===== config.mk =====
export PLATFORM = sky130hd
export DESIGN_NAME = vx_commit_arb_flat
export DESIGN_NICKNAME = d
export VERILOG_FILES = /design/src/rtl/vx_commit_arb_pkg.sv /design/src/rtl/vx_commit_arb_if.sv /design/src/rtl/vx_commit_arb_rr_arbiter.sv /design/src/rtl/vx_commit_arb.sv /design/src/flat_wrapper.sv
export SDC_FILE = /design/constraint.sdc
export NUM_CORES = 1
export LEC_CHECK = 0
export CAP_MARGIN = 25
export CORE_AREA = 4 4 393 395
export DETAILED_ROUTE_END_ITERATION = 10
export DIE_AREA = 0 0 397 399
export HOLD_SLACK_MARGIN = 0.08
export PLACE_DENSITY = 0.32
export SYNTH_ARGS = -nofsm -noshare
export SYNTH_HDL_FRONTEND = slang
export SYNTH_SLANG_ARGS = --single-unit

===== constraint.sdc =====
create_clock -name clk -period 11.8 [get_ports clk]
set_input_delay 1.77 -clock clk [delete_from_list [all_inputs] [get_ports clk]]
set_output_delay 1.77 -clock clk [all_outputs]
set_load 0.03 [all_outputs]

===== src/rtl/vx_commit_arb_pkg.sv =====
// Shared commit-path constants: register index width, lane data width and the
// width helper for the retirement lane count.
package vx_commit_arb_pkg;

    localparam int unsigned RD_BITS   = 5;
    localparam int unsigned DATA_BITS = 32;

    function automatic int unsigned cmt_size_width(input int unsigned num_channels,
                                                   input int unsigned num_threads);
        return $clog2(num_channels * num_threads + 1);
    endfunction

endpackage


===== src/rtl/vx_commit_arb_if.sv =====
// Commit-channel bundle: per-channel commit requests in, one writeback stream
// and one retirement event out.
interface vx_commit_arb_if #(
    parameter int unsigned NUM_CHANNELS = 6,
    parameter int unsigned NUM_THREADS  = 4,
    parameter int unsigned NW_BITS      = 2
);
    import vx_commit_arb_pkg::*;

    localparam int unsigned CMT_W = cmt_size_width(NUM_CHANNELS, NUM_THREADS);

    logic [NUM_CHANNELS-1:0]                       in_valid;
    logic [NUM_CHANNELS-1:0]                       in_ready;
    logic [NUM_CHANNELS*NW_BITS-1:0]               in_wid;
    logic [NUM_CHANNELS*NUM_THREADS-1:0]           in_tmask;
    logic [NUM_CHANNELS-1:0]                       in_wb;
    logic [NUM_CHANNELS*RD_BITS-1:0]               in_rd;
    logic [NUM_CHANNELS*NUM_THREADS*DATA_BITS-1:0] in_data;

    logic                             wb_valid;
    logic                             wb_ready;
    logic [NW_BITS-1:0]               wb_wid;
    logic [NUM_THREADS-1:0]           wb_tmask;
    logic [RD_BITS-1:0]               wb_rd;
    logic [NUM_THREADS*DATA_BITS-1:0] wb_data;

    logic             cmt_valid;
    logic [CMT_W-1:0] cmt_size;

    modport master (
        output in_valid, in_wid, in_tmask, in_wb, in_rd, in_data, wb_ready,
        input  in_ready, wb_valid, wb_wid, wb_tmask, wb_rd, wb_data, cmt_valid, cmt_size
    );

    modport slave (
        input  in_valid, in_wid, in_tmask, in_wb, in_rd, in_data, wb_ready,
        output in_ready, wb_valid, wb_wid, wb_tmask, wb_rd, wb_data, cmt_valid, cmt_size
    );

endinterface


===== src/rtl/vx_commit_arb_rr_arbiter.sv =====
// Round-robin arbiter: one-hot grant searched from the pointer upward with wrap;
// the pointer moves past the winner only when the grant is consumed (enable).
module vx_commit_arb_rr_arbiter #(
    parameter int unsigned NUM_REQS = 6
) (
    input  logic                clk,
    input  logic                reset,
    input  logic [NUM_REQS-1:0] requests,
    input  logic                enable,
    output logic [NUM_REQS-1:0] grant,
    output logic                grant_valid
);

    localparam int unsigned IDX_W = (NUM_REQS > 1) ? $clog2(NUM_REQS) : 1;

    logic [IDX_W-1:0] ptr_q;
    logic [IDX_W-1:0] ptr_d;
    logic [IDX_W-1:0] grant_idx;
    logic [IDX_W-1:0] hi_idx;
    logic [IDX_W-1:0] lo_idx;
    logic             hi_hit;
    logic             lo_hit;

    // Descending scan keeps the lowest index per half; the half at/above the
    // pointer wins over the wrapped half below it.
    always_comb begin
        hi_hit = 1'b0;
        lo_hit = 1'b0;
        hi_idx = '0;
        lo_idx = '0;
        for (int i = NUM_REQS - 1; i >= 0; i--) begin
            if (requests[i]) begin
                if (IDX_W'(i) >= ptr_q) begin
                    hi_hit = 1'b1;
                    hi_idx = IDX_W'(i);
                end else begin
                    lo_hit = 1'b1;
                    lo_idx = IDX_W'(i);
                end
            end
        end
        grant_valid = hi_hit || lo_hit;
        grant_idx   = hi_hit ? hi_idx : lo_idx;
        grant       = grant_valid ? (NUM_REQS'(1) << grant_idx) : '0;
        ptr_d       = (grant_idx == IDX_W'(NUM_REQS - 1)) ? '0 : grant_idx + 1'b1;
    end

    always_ff @(posedge clk or negedge reset) begin
        if (!reset) begin
            ptr_q <= '0;
        end else if (enable && grant_valid) begin
            ptr_q <= ptr_d;
        end
    end

endmodule


===== src/rtl/vx_commit_arb.sv =====
// Commit arbiter: retire-only commits pass straight through, writeback commits
// share one registered writeback port; VX_COMMIT_PERF_EN adds perf_instrs.
module vx_commit_arb
    import vx_commit_arb_pkg::*;
#(
    parameter int unsigned             NUM_CHANNELS = 6,
    parameter int unsigned             NUM_THREADS  = 4,
    parameter logic [NUM_CHANNELS-1:0] WB_MASK      = 6'b101111,
    parameter int unsigned             NW_BITS      = 2
) (
    input logic            clk,
    input logic            reset,
    vx_commit_arb_if.slave bus
`ifdef VX_COMMIT_PERF_EN
    ,
    output logic [63:0]    perf_instrs
`endif
);

    localparam int unsigned CMT_W = cmt_size_width(NUM_CHANNELS, NUM_THREADS);

    logic [NUM_CHANNELS-1:0] arb_req;
    logic [NUM_CHANNELS-1:0] grant;
    logic [NUM_CHANNELS-1:0] ready;
    logic [NUM_CHANNELS-1:0] fire;
    logic                    grant_valid;
    logic                    can_load;
    logic                    arb_fire;
    logic [CMT_W-1:0]        lane_sum;

    logic [NW_BITS-1:0]               sel_wid;
    logic [NUM_THREADS-1:0]           sel_tmask;
    logic [RD_BITS-1:0]               sel_rd;
    logic [NUM_THREADS*DATA_BITS-1:0] sel_data;

    logic                             wb_valid_q;
    logic [NW_BITS-1:0]               wb_wid_q;
    logic [NUM_THREADS-1:0]           wb_tmask_q;
    logic [RD_BITS-1:0]               wb_rd_q;
    logic [NUM_THREADS*DATA_BITS-1:0] wb_data_q;
    logic                             cmt_valid_q;
    logic [CMT_W-1:0]                 cmt_size_q;

    assign arb_req  = bus.in_valid & bus.in_wb & WB_MASK;
    assign can_load = !wb_valid_q || bus.wb_ready;
    // Reset low blocks arbitrated accepts so nothing is lost into a cleared buffer.
    assign arb_fire = grant_valid && can_load && reset;

    vx_commit_arb_rr_arbiter #(
        .NUM_REQS (NUM_CHANNELS)
    ) u_rr_arbiter (
        .clk         (clk),
        .reset       (reset),
        .requests    (arb_req),
        .enable      (arb_fire),
        .grant       (grant),
        .grant_valid (grant_valid)
    );

    always_comb begin
        ready = '0;
        for (int i = 0; i < NUM_CHANNELS; i++) begin
            if (!WB_MASK[i] || !bus.in_wb[i]) begin
                ready[i] = 1'b1;
            end else begin
                ready[i] = grant[i] && can_load && reset;
            end
        end
    end

    assign fire         = bus.in_valid & ready;
    assign bus.in_ready = ready;

    always_comb begin
        lane_sum = '0;
        for (int i = 0; i < NUM_CHANNELS; i++) begin
            for (int t = 0; t < NUM_THREADS; t++) begin
                if (fire[i]) begin
                    lane_sum = lane_sum + CMT_W'(bus.in_tmask[i*NUM_THREADS + t]);
                end
            end
        end
    end

    // One-hot grant: OR of masked channel fields selects the payload.
    always_comb begin
        sel_wid   = '0;
        sel_tmask = '0;
        sel_rd    = '0;
        sel_data  = '0;
        for (int i = 0; i < NUM_CHANNELS; i++) begin
            if (grant[i]) begin
                sel_wid   = sel_wid   | bus.in_wid[i*NW_BITS +: NW_BITS];
                sel_tmask = sel_tmask | bus.in_tmask[i*NUM_THREADS +: NUM_THREADS];
                sel_rd    = sel_rd    | bus.in_rd[i*RD_BITS +: RD_BITS];
                sel_data  = sel_data  | bus.in_data[i*NUM_THREADS*DATA_BITS +: NUM_THREADS*DATA_BITS];
            end
        end
    end

    always_ff @(posedge clk or negedge reset) begin
        if (!reset) begin
            wb_valid_q  <= 1'b0;
            cmt_valid_q <= 1'b0;
            cmt_size_q  <= '0;
        end else begin
            if (can_load) begin
                wb_valid_q <= grant_valid;
            end
            cmt_valid_q <= |fire;
            cmt_size_q  <= lane_sum;
        end
    end

    always_ff @(posedge clk) begin
        if (arb_fire) begin
            wb_wid_q   <= sel_wid;
            wb_tmask_q <= sel_tmask;
            wb_rd_q    <= sel_rd;
            wb_data_q  <= sel_data;
        end
    end

    assign bus.wb_valid  = wb_valid_q;
    assign bus.wb_wid    = wb_wid_q;
    assign bus.wb_tmask  = wb_tmask_q;
    assign bus.wb_rd     = wb_rd_q;
    assign bus.wb_data   = wb_data_q;
    assign bus.cmt_valid = cmt_valid_q;
    assign bus.cmt_size  = cmt_size_q;

`ifdef VX_COMMIT_PERF_EN
    logic [63:0] perf_q;

    always_ff @(posedge clk or negedge reset) begin
        if (!reset) begin
            perf_q <= '0;
        end else begin
            perf_q <= perf_q + 64'(lane_sum);
        end
    end

    assign perf_instrs = perf_q;
`endif

endmodule


===== src/flat_wrapper.sv =====
// flat-port wrapper written by rule: the top's interface ports become plain ports
module vx_commit_arb_flat import vx_commit_arb_pkg::*;
#(
    parameter int unsigned             NUM_CHANNELS = 6,
    parameter int unsigned             NUM_THREADS  = 4,
    parameter logic [NUM_CHANNELS-1:0] WB_MASK      = 6'b101111,
    parameter int unsigned             NW_BITS      = 2
)
  (clk, reset, bus_in_valid, bus_in_wid, bus_in_tmask, bus_in_wb, bus_in_rd, bus_in_data, bus_wb_ready, bus_in_ready, bus_wb_valid, bus_wb_wid, bus_wb_tmask, bus_wb_rd, bus_wb_data, bus_cmt_valid, bus_cmt_size);
  vx_commit_arb_if #(.NUM_CHANNELS(NUM_CHANNELS), .NUM_THREADS(NUM_THREADS), .NW_BITS(NW_BITS)) bus_i ();
  input logic clk;
  input logic reset;
  input wire logic [$bits(bus_i.in_valid)-1:0] bus_in_valid;
  input wire logic [$bits(bus_i.in_wid)-1:0] bus_in_wid;
  input wire logic [$bits(bus_i.in_tmask)-1:0] bus_in_tmask;
  input wire logic [$bits(bus_i.in_wb)-1:0] bus_in_wb;
  input wire logic [$bits(bus_i.in_rd)-1:0] bus_in_rd;
  input wire logic [$bits(bus_i.in_data)-1:0] bus_in_data;
  input wire logic [$bits(bus_i.wb_ready)-1:0] bus_wb_ready;
  output wire logic [$bits(bus_i.in_ready)-1:0] bus_in_ready;
  output wire logic [$bits(bus_i.wb_valid)-1:0] bus_wb_valid;
  output wire logic [$bits(bus_i.wb_wid)-1:0] bus_wb_wid;
  output wire logic [$bits(bus_i.wb_tmask)-1:0] bus_wb_tmask;
  output wire logic [$bits(bus_i.wb_rd)-1:0] bus_wb_rd;
  output wire logic [$bits(bus_i.wb_data)-1:0] bus_wb_data;
  output wire logic [$bits(bus_i.cmt_valid)-1:0] bus_cmt_valid;
  output wire logic [$bits(bus_i.cmt_size)-1:0] bus_cmt_size;
  assign bus_i.in_valid = bus_in_valid;
  assign bus_i.in_wid = bus_in_wid;
  assign bus_i.in_tmask = bus_in_tmask;
  assign bus_i.in_wb = bus_in_wb;
  assign bus_i.in_rd = bus_in_rd;
  assign bus_i.in_data = bus_in_data;
  assign bus_i.wb_ready = bus_wb_ready;
  assign bus_in_ready = bus_i.in_ready;
  assign bus_wb_valid = bus_i.wb_valid;
  assign bus_wb_wid = bus_i.wb_wid;
  assign bus_wb_tmask = bus_i.wb_tmask;
  assign bus_wb_rd = bus_i.wb_rd;
  assign bus_wb_data = bus_i.wb_data;
  assign bus_cmt_valid = bus_i.cmt_valid;
  assign bus_cmt_size = bus_i.cmt_size;
  vx_commit_arb #(.NUM_CHANNELS(NUM_CHANNELS), .NUM_THREADS(NUM_THREADS), .WB_MASK(WB_MASK), .NW_BITS(NW_BITS)) u_core (.clk(clk), .reset(reset), .bus(bus_i));
endmodule

==> results list <==
- The run finished, with violations left.
* Violated checks: negative setup slack
- The tool flagged a number of max-cap violations equal to 0.
- The final layout contains routed wiring with a total length of 116000 µm.
- Of the total synthesized cell area, the portion taken by XOR and XNOR cells is 0.0596.
* Minimum clock period after layout: 13.34 ns
- Startpoint of the worst-slack reg-to-reg timing path: u_core.u_rr_arbiter.ptr_q[1]
- Die X-Extent: 397 µm
- Total routing usage reported by global routing: 0.138
- The number of max-slew violations in the final report is 0.
- STA classifies the critical path endpoint as a flop.
- Y dimension of the die: 399 µm
- Main combinational cell family by area after synthesis: compound AO/OA/AOI/OAI gates
- Power Density: 186 mW/mm²
* Die Outline Area: 0.158 mm²
- Counting along the longest clock path gives a buffer depth of 2.
- Data on the critical path is required at its endpoint by 12.22 ns.
* Tightest Pin Transition: 0.974 ns
- Max H-tree Level: 4
* Overall power consumption: 4.56 mW
* Flop2flop setup slack: -0.95 ns
* Number of hold violations in the final report: 0
- Entering global routing, the biggest net connects 100 pins.
- Clock tree synthesis found a total of 149 sinks.
- The initial antenna violation count is 59.
- Compared with the post-synthesis result, the final layout area differs by 119%.
- Leftover overflow at the end of global routing: 0
* Routing usage on met1: 0.186
- For this configuration, the core starts out at a cell density of 0.0740.
- Hold buffers post-CTS: 0
- Area fraction in compound gates after synthesis: 0.305
- TritonCTS built the clock tree.
- Across all hold checks on the routed design, the worst slack comes to 0.611 ns.
- Number of distinct standard cells referenced by the synthesized netlist: 85
- Once layout is done, the placed cells without fillers occupy 0.0245 mm².
* Achievable clock frequency: 75.0 MHz
- Antenna-violating nets left: 0
- First-pass GRT wire length: 145000 µm
* Gpl congestion: 0.819
* Critical path type: primary input to flop
- Count of unresolved DRC violations after routing: 0
- Among all flip-flop cells after synthesis, the most frequent one is sky130_fd_sc_hd__edfxtp_1.
- Final setup skew: 0.0406 ns
- Worst setup slack after layout: -1.54 ns
- In the routed layout, each cell is associated on average with a via count of 3.51.
- Setup violations, final: 5
- Asr flop ratio synth: 0.0671
* Worst hold path cell count: 2
* Non-filler cells in the finished layout: 4152
* Clock root buffer master: sky130_fd_sc_hd__clkbuf_16
- The final layout contains 2988 nets.
* Worst Hold Class: flop to flop
* Cell area after placement: 0.0232 mm²
- Clock latency on the worst-skew pair: 0.53 ns
- Reg2Reg Depth: 72
- Timing analysis after detailed placement gives a worst setup slack of -2.66 ns.
* GR met2 Demand/Resource: 0.211
- Counting tap cells, the placed design contains a total of 4061 instances.
- Portion of netlist area occupied by mux cells: 0.00973
- Of all nets on the critical path, the largest fanout is 3.
- Worst slew margin relative to its limit: 0.351
- VDD sags by at most 0.122 mV.
- For this block, the via count after detailed routing is 14600.
* Half-perimeter wire length after placement: 98400 µm
- The endpoint identified for the worst register-to-register timing path is u_core.bus.cmt_size[4].
- For this design the static power due to leakage is 8.75 nW.
- Summing every instance area after synthesis gives 0.0112 mm².
* Worst path max stage delay: 0.41 ns
- The worst hold path begins at u_core.u_rr_arbiter.ptr_q[1].
- Of the total synthesized cell area, the portion taken by full adders, half adders and majority gates is 0.0560.
* Fraction of final layout cells sized beyond drive strength 1: 0.149
- Core area: 0.151 mm²
* Count of flip-flops with a built-in enable after synthesis: 139
- The first TritonRoute pass finished after 10 iterations.
* Number of DRC violations after detailed-routing iteration 0: 1580
- Share of the clock period used by the worst path: 1.13
- Mean post-synth cell area: 9.91 µm²
* Simple-gate share of the synthesized area: 0.134
* Worst setup SP type: primary input
* Busiest metal layer after global routing: met2
* Vias in the first global route: 14400
* Number of nets produced by synthesis: 2025
- The cell that appears most often on the critical path is sky130_fd_sc_hd__ha_1.
- Total I/O pin count: 1001
- Register bit count reported by yosys: 149
- Met3 routing resource usage after global routing: 0.0530
- Number of warnings issued by yosys: 0
- CTS clk-pin slew, worst paths: 0.07 ns
- Arrival time of the worst setup path: 13.75 ns
- The initialized floorplan defines 143 standard-cell rows.
- Filler cell count in the final layout: 17000
* Number of instances in the synthesized netlist: 1130
- Of the synthesized area, sequential elements account for 0.395.
* Slowest cell on the critical path: sky130_fd_sc_hd__or3_4
- Setup repair after global routing could not meet its margin everywhere.
- End point of the most critical hold path: u_core.u_rr_arbiter.ptr_q[1]
- IO buf count: 863
* Wire length per cell after detailed routing: 28.0 µm
- Buffers inserted during clock tree synthesis total 17.
[through the flow]
stage	util	setup TNS, ns
5_1_grt	0.162	-8.17
4_1_cts	0.160	-6.29
3_5_place_dp	0.153	-10.87
2_1_floorplan	-	-5.93
6_report	0.162	-5.30
3_3_place_gp	0.153	-11.03
[cell type report]
class | instances | area, µm² | area share
Clock inverter | 15 | 183 | 0.00746
Timing Repair Buffer | 1039 | 9960 | 0.407
Sequential cell | 149 | 4420 | 0.181
Clock buffer | 17 | 425 | 0.0174
Inverter | 15 | 63.8 | 0.00261
Tap cell | 2030 | 2540 | 0.104
Antenna cell | 16 | 40.0 | 0.00164
Multi-Input combinational cell | 871 | 6850 | 0.280
[critical path: cells and delay by family]
kind / cells / cell delay, ns
fa+ha+maj: 24 / 6.02
compound gates: 18 / 3.00
simple gates: 22 / 2.35
buf+inv: 5 / 0.30
xor+xnor: 1 / 0.19
mux: 1 / 0.08
[power by group]
group,internal [mW],switching (mW)
registers,0.862,0.0812
logic,1.14,1.85
clock network,0.321,0.318
[Yosys cell counts (all sizes together), types with 15 or more instances]
| cell | n | area share |
|---|---|---|
| a21oi | 22 | 0.012 |
| a222oi | 139 | 0.12 |
| a22oi | 140 | 0.094 |
| clkbuf | 84 | 0.028 |
| edfxtp | 139 | 0.37 |
| ha | 46 | 0.051 |
| inv | 15 | 0.0050 |
| nand2 | 202 | 0.068 |
| nand3 | 15 | 0.0067 |
| nor2 | 44 | 0.015 |
| o21ai | 28 | 0.013 |
| xnor2 | 35 | 0.029 |
| xor2 | 18 | 0.015 |
[sequential cells by signal (all words and copies together), names as in the netlist]
name,count
u_core.bus.wb_data,128
u_core.bus.cmt_valid,1
u_core.u_rr_arbiter.ptr_q,3
u_core.bus.wb_valid,1
u_core.bus.wb_tmask,4
u_core.bus.wb_wid,2
u_core.bus.cmt_size,5
u_core.bus.wb_rd,5
[per-layer routing]
layer / wire (µm) / vias to the layer above / part of all wire
met3: 10100 / 104 / 0.087
met4: 1290 / 30 / 0.011
met1: 53100 / 7183 / 0.46
met2: 51500 / 673 / 0.44
met5: 205 / - / 0.0018
li1: - / 6582 / -
[layout by cell type, fill, tap and decap left out, types with 13 or more instances in the layout]
cell / instances
sky130_fd_sc_hd__clkdlybuf4s50_1: 853
sky130_fd_sc_hd__nand2_1: 187
sky130_fd_sc_hd__buf_4: 176
sky130_fd_sc_hd__a22oi_1: 140
sky130_fd_sc_hd__a222oi_1: 139
sky130_fd_sc_hd__edfxtp_1: 139
sky130_fd_sc_hd__nor2_1: 34
sky130_fd_sc_hd__ha_1: 34
sky130_fd_sc_hd__xnor2_1: 30
sky130_fd_sc_hd__o21ai_0: 21
sky130_fd_sc_hd__clkbuf_16: 17
sky130_fd_sc_hd__diode_2: 16
sky130_fd_sc_hd__nand3_1: 15
sky130_fd_sc_hd__xor2_1: 15
sky130_fd_sc_hd__a21o_1: 13
sky130_fd_sc_hd__a21oi_1: 13
[logic make-up (layout without fill, tap and decap cells)]
| family | count (synthesis) | in the layout |
|---|---|---|
| AOI/OAI and AO/OA | 412 | 412 |
| xor gates and xnor gates | 61 | 61 |
| adders and majority gates | 51 | 51 |
| buffers and inverters | 110 | 1086 |
| DFF | 149 | 149 |
| muxes | 10 | 10 |
| other | 1 | 17 |
| and+or+nand+nor | 336 | 336 |
[repair_timing]
action                                  CTS  global route
hold endpoints to repair                  0             0
buffers inserted                         40             5
pin swaps                                27            58
endpoints found under the setup margin    5             5
gates resized for setup                  49            65
[worst max-delay path by stage]
stage / startpoint / end / depth (start not counted)
2_1_floorplan: bus_in_valid[5] / u_core.bus.cmt_size[4] / 70
3_3_place_gp: bus_in_valid[3] / u_core.bus.cmt_size[4] / 73
3_5_place_dp: bus_in_valid[3] / u_core.bus.cmt_size[4] / 72
4_1_cts: bus_in_valid[2] / u_core.bus.cmt_size[4] / 73
5_1_grt: bus_in_valid[1] / u_core.bus.cmt_size[4] / 72
6_report: bus_in_valid[5] / u_core.bus.cmt_size[4] / 71
No activity file was read; power rests on OpenSTA's default activity.
